--- src/rtl/bcs_serial_comparator.sv ---
// Bit-serial unsigned magnitude comparator, operands streamed LSB first.
// Result flags are registered and held until the next comparison completes.
module bcs_serial_comparator #(
    parameter int WIDTH = 8
) (
    input  logic clk,
    input  logic rst_n,
    input  logic start,
    input  logic bit_valid,
    input  logic a_bit,
    input  logic b_bit,
    output logic busy,
    output logic done,
    output logic e1,
    output logic g1
);

    localparam int CW = $clog2(WIDTH) + 1;

    typedef enum logic [1:0] {
        IDLE  = 2'd0,
        SHIFT = 2'd1,
        FIN   = 2'd2
    } state_t;

    state_t        state;
    state_t        state_nx;
    logic [CW-1:0] cnt;
    logic [CW-1:0] cnt_nx;
    logic          eq_r;
    logic          eq_nx;
    logic          gt_r;
    logic          gt_nx;
    logic          busy_nx;
    logic          done_nx;
    logic          e1_nx;
    logic          g1_nx;
    logic          accept;
    logic          last;

    assign accept = (state == SHIFT) && bit_valid;
    assign last   = (cnt == CW'(WIDTH - 1));

    always_ff @(posedge clk) begin
        if (!rst_n) begin
            state <= IDLE;
        end else begin
            state <= state_nx;
        end
    end

    always_comb begin
        state_nx = state;
        unique case (state)
            IDLE:    if (start) state_nx = SHIFT;
            SHIFT:   if (accept && last) state_nx = FIN;
            FIN:     state_nx = IDLE;
            default: state_nx = IDLE;
        endcase
    end

    // Later (more significant) differing bits override earlier ones.
    always_comb begin
        cnt_nx = cnt;
        eq_nx  = eq_r;
        gt_nx  = gt_r;
        if (state == IDLE && start) begin
            cnt_nx = '0;
            eq_nx  = 1'b1;
            gt_nx  = 1'b0;
        end else if (accept) begin
            cnt_nx = cnt + CW'(1);
            if (a_bit != b_bit) begin
                eq_nx = 1'b0;
                gt_nx = a_bit;
            end
        end
    end

    // Outputs are computed one cycle early so they leave straight from flops.
    always_comb begin
        busy_nx = (state_nx == SHIFT);
        done_nx = (state_nx == FIN);
        e1_nx   = e1;
        g1_nx   = g1;
        if (accept && last) begin
            e1_nx = eq_nx;
            g1_nx = gt_nx;
        end
    end

    always_ff @(posedge clk) begin
        if (!rst_n) begin
            cnt  <= '0;
            eq_r <= 1'b1;
            gt_r <= 1'b0;
            busy <= 1'b0;
            done <= 1'b0;
            e1   <= 1'b0;
            g1   <= 1'b0;
        end else begin
            cnt  <= cnt_nx;
            eq_r <= eq_nx;
            gt_r <= gt_nx;
            busy <= busy_nx;
            done <= done_nx;
            e1   <= e1_nx;
            g1   <= g1_nx;
        end
    end

endmodule
--- config.mk ---
export PLATFORM = sky130hd
export DESIGN_NAME = bcs_serial_comparator
export DESIGN_NICKNAME = d
export VERILOG_FILES = /design/src/rtl/bcs_serial_comparator.sv
export SDC_FILE = /design/constraint.sdc
export NUM_CORES = 1
export LEC_CHECK = 0
export ABC_AREA = 1
export CAP_MARGIN = 5
export CORE_AREA = 10 10 47 49
export DETAILED_ROUTE_END_ITERATION = 8
export DIE_AREA = 0 0 57 59
export PLACE_DENSITY = 0.74
export RECOVER_POWER = 25
export SLEW_MARGIN = 20
export SYNTH_ARGS = -nofsm -noshare
export SYNTH_HDL_FRONTEND = slang
export SYNTH_SLANG_ARGS = --single-unit
--- constraint.sdc ---
create_clock -name clk -period 1.7 [get_ports clk]
set_clock_uncertainty 0.2 [all_clocks]
set_input_delay 0.255 -clock clk [delete_from_list [all_inputs] [get_ports clk]]
set_output_delay 0.255 -clock clk [all_outputs]
set_load 0.05 [all_outputs]
==> results.md <==
Outcome:
- The flow ran to the end, and the final reports show no timing, DRC or antenna violations.

Critical path:
- Tracing the worst setup path back leads to its startpoint at done.
- The signal on the critical path passes through clkbuf_1.
- The largest individual stage delay along the critical path comes from the cell sky130_fd_sc_hd__clkbuf_1.
- Together, buffers and inverters on the worst path number 1.
- The setup path with the least slack is of type reg2out.
- The biggest cell delay along the critical path is 0.46 ns.
- At the worst endpoint, the required time is 1.24 ns.
- The kind of launch point of the worst setup path is a flip-flop.
- The startpoint identified for the worst register-to-register timing path is cnt[1].
- The critical path's top delay family is buffers and inverters.
- STA classifies the critical path endpoint as an output pin.
- Of all nets on the critical path, the largest fanout is 1.
- The data arrival time of the critical path is 1.04 ns.

Floorplanning:
- For this configuration, the core starts out at a cell density of 0.3937.
- After floorplanning, the core was divided into 14 placement rows.
- Measured along the x axis, the die boundary spans 57 um.
- The area of the die is 0.003363 mm2.
- The floorplan step set the die height to 59 um.
- In this run the standard cell core region covers 0.001401 mm2.
- The boundary pin count is 10.

Place:
- The HPWL after detailed placement is 820.9 um.
- The number of cells in the design after placement is 96.
- The count of buffers added on input and output ports is 9.
- Routability-driven placement finished with a final weighted congestion of 0.7687.

Clock network:
- In this run, post-CTS repair resized a total of 0 instances.
- The number of buffers inserted to repair setup after CTS is 0.
- The buffer cell driving the clock tree root is sky130_fd_sc_hd__clkbuf_4.
- The clock sink count is 12.
- The number of clock buffers added by TritonCTS is 3.
- The total number of H-tree levels is 1.
- For this design, the CTS-stage hold fixing added 0 buffers.
- The number of buffers on the longest clock path is 2.
- The CTS clock-pin slew for the worst setup and hold paths is 0.07 ns.
- The later pin in the worst-skew pair is clocked with a latency of 0.27 ns.
- TritonCTS built the clock tree.

Logic synthesis:
- The average instance area after synthesis is 7.772 um2.
- Sorting the synthesized cells by area gives the leading types as sky130_fd_sc_hd__dfxtp_1 (44%), sky130_fd_sc_hd__nand2_1 (13%), sky130_fd_sc_hd__inv_1 (6.8%), sky130_fd_sc_hd__nor2_4 (6.1%), sky130_fd_sc_hd__nor2_1 (5.4%).
- Counting flops and latches in the post-synthesis netlist gives 12.
- The cell count after synthesis came out at 71.
- The area of the mapped netlist is 551.8 um2.
- The number of warnings issued by yosys is 0.
- For this run, the register share of the synthesized area comes to 0.4354.
- The post-synth net total is 78.
- The cell accounting for the most synthesized area is sky130_fd_sc_hd__dfxtp_1.
- The count of distinct cell types in the synthesized netlist is 17.
- Of the post-synthesis cell area, the dominant cell type holds 0.4354.

Route:
- The count of routing violations after the opening detailed-route iteration is 19.
- Wires add up to 1.093 mm.
- The detail route stage leaves a number of antenna-violating nets equal to 0.
- The remaining routing DRC violations is 0.
- Dividing the detail-routed wire length by the instance count gives 10.93 um.
- The post-detailed-route via-to-cell ratio is 4.540.
- For this block, the via count after detailed routing is 454.
- Before antenna repair, the detailed router went through 4 iterations.

Timing:
- The final sum of negative setup slack is 0 ns.
- The relative max-transition margin is 0.6034.
- The final count of hold timing violations is 0.
- The total setup violations reported at the end of the flow is 0.
- The number of max-slew violations in the final report is 0.
- The maximum clock frequency is 0.6682 GHz.
- Setup repair after global routing left no endpoint under its margin.
- The slew of the pin with the lowest slew margin is 0.5974 ns.
- In the finished design, the share of the clock period the worst path needs comes to 0.8803.
- The worst path needs 1.497 ns of the cycle, external delays included.

Finish:
- The fraction of layout instances using a drive strength above 1 is 0.2024.
- For this run, the number of standard cells in the final layout without fillers is 100.
- The area growth from synthesis to layout is 23.36%.
- The number of nets in the layout is 92.
- 0 antenna diodes ended up in the layout.

Pwr:
- The worst-case IR drop observed on VDD is 0.0005679 V.
- The combinational power share is 0.098.
- The internal power of the cells totals 438.6 uW.
- The share of total power dissipated in sequential elements is 0.507.
- The switching power is 133.0 uW.
- Of the total power, the clock network draws 0.395.
- For this design the ratio of total power to cell area is 839.7 mW/mm2.
- Summed over all cells, the static leakage comes to 0.3144 nW.
- The switching share of power is 0.2327.

Global routing:
- The total grt overflow is 0.
- The via count of the first global-routing pass is 420.
- The largest net degree at the start of global routing is 8.
- The first global-routing pass estimated 1.842 mm of wire.
- The total routing resource utilization after global routing is 0.06777.
- The number of antenna violations at the first check in global routing is 0.

Min path:
- The kind of path behind the tightest hold check is reg2reg.
- The startpoint identified for the worst hold timing path is eq_r.

Flow run:
- The max capacitance violation total is 0.
[per-stage QoR]
stage | power, mW | worst slack [ns] | hold WS [ns] | util | area, um2
finish | 0.5715 | 0.2034 | 0.2756 | 0.4857 | 680.7
floorplan | 0.3320 | 0.5235 | 0.1911 | - | 551.8
global placement | 0.3528 | 0.1475 | 0.2569 | 0.4652 | 651.9
CTS | 0.5780 | 0.3716 | 0.2771 | 0.4911 | 688.2
detailed placement | 0.3539 | 0.1167 | 0.2591 | 0.4652 | 651.9
global route | 0.5934 | 0.1562 | 0.2856 | 0.4857 | 680.7
[layout by cell type (no fill, tap or decap), drive strengths merged]
cell type / synthesis / layout
a21oi: 4 / 4
clkdlybuf4s50: 0 / 4
nor3b: 1 / 1
o21ai: 1 / 1
dfxtp: 12 / 12
inv: 14 / 14
o21bai: 2 / 2
dlygate4sd3: 0 / 1
clkbuf: 0 / 6
nor2: 11 / 11
nand2: 20 / 20
buf: 0 / 2
nand3: 3 / 3
nor3: 2 / 2
ha: 1 / 1
[worst paths after layout]
| path | slack [ns] | to | depth (start not counted) |
|---|---|---|---|
| setup / recovery | 0.20 | done | 1 |
| hold / removal | 0.28 | eq_r | 2 |
| setup reg to reg | 0.35 | e1 | 7 |
| hold reg to reg | 0.28 | eq_r | 2 |
[registers in the layout, indices dropped and copies added, names as in the netlist]
| signal | flops |
|---|---|
| busy | 1 |
| cnt | 4 |
| done | 1 |
| e1 | 1 |
| eq_r | 1 |
| g1 | 1 |
| gt_r | 1 |
| state | 2 |
[worst min-delay path, stage by stage, from the launching register on]
cell and delay [ns]:
sky130_fd_sc_hd__dfxtp_1 0.31, sky130_fd_sc_hd__nand2_1 0.08, sky130_fd_sc_hd__nand2_1 0.06
[power groups by stage]
stage	combinational (mW)	sequential, mW	clock [mW]
finish	0.0562	0.290	0.226
floorplan	0.0301	0.302	0
CTS	0.0586	0.290	0.229
detailed placement	0.0573	0.297	0
global route	0.0609	0.291	0.242
global placement	0.0566	0.296	0
[cell type report]
| class | count | area [um2] |
|---|---|---|
| fill | 147 | 720.7 |
| multi-input combinational | 45 | 256.5 |
| sequential | 12 | 240.2 |
| timing repair buffer | 9 | 72.57 |
| inverter | 14 | 55.05 |
| clock buffer | 4 | 36.28 |
| tap | 16 | 20.02 |
[metal layers]
metal  track usage  routed length [um]  vias up
met1       0.07711                 508      201
met5             0                   0        -
met3       0.02790                  61        2
met2        0.1085                 509        9
li1              -                   -      242
met4       0.03020                  14        0
[logic make-up (layout without fill, tap and decap cells)]
family	after synthesis	in the layout	synth area share
AO/OA/AOI/OAI	7	7	0.08616
adder cells (fa/ha/maj)	1	1	0.02267
buffers and inverters	14	27	0.09979
flip-flops	12	12	0.4354
AND/OR/NAND/NOR	37	37	0.3560
[Yosys cell counts (all sizes together)]
library cell / n
nor2: 11
nand3: 3
o21bai: 2
nor3: 2
dfxtp: 12
o21ai: 1
nor3b: 1
inv: 14
ha: 1
nand2: 20
a21oi: 4
No activity file was read; power rests on OpenSTA's default activity.
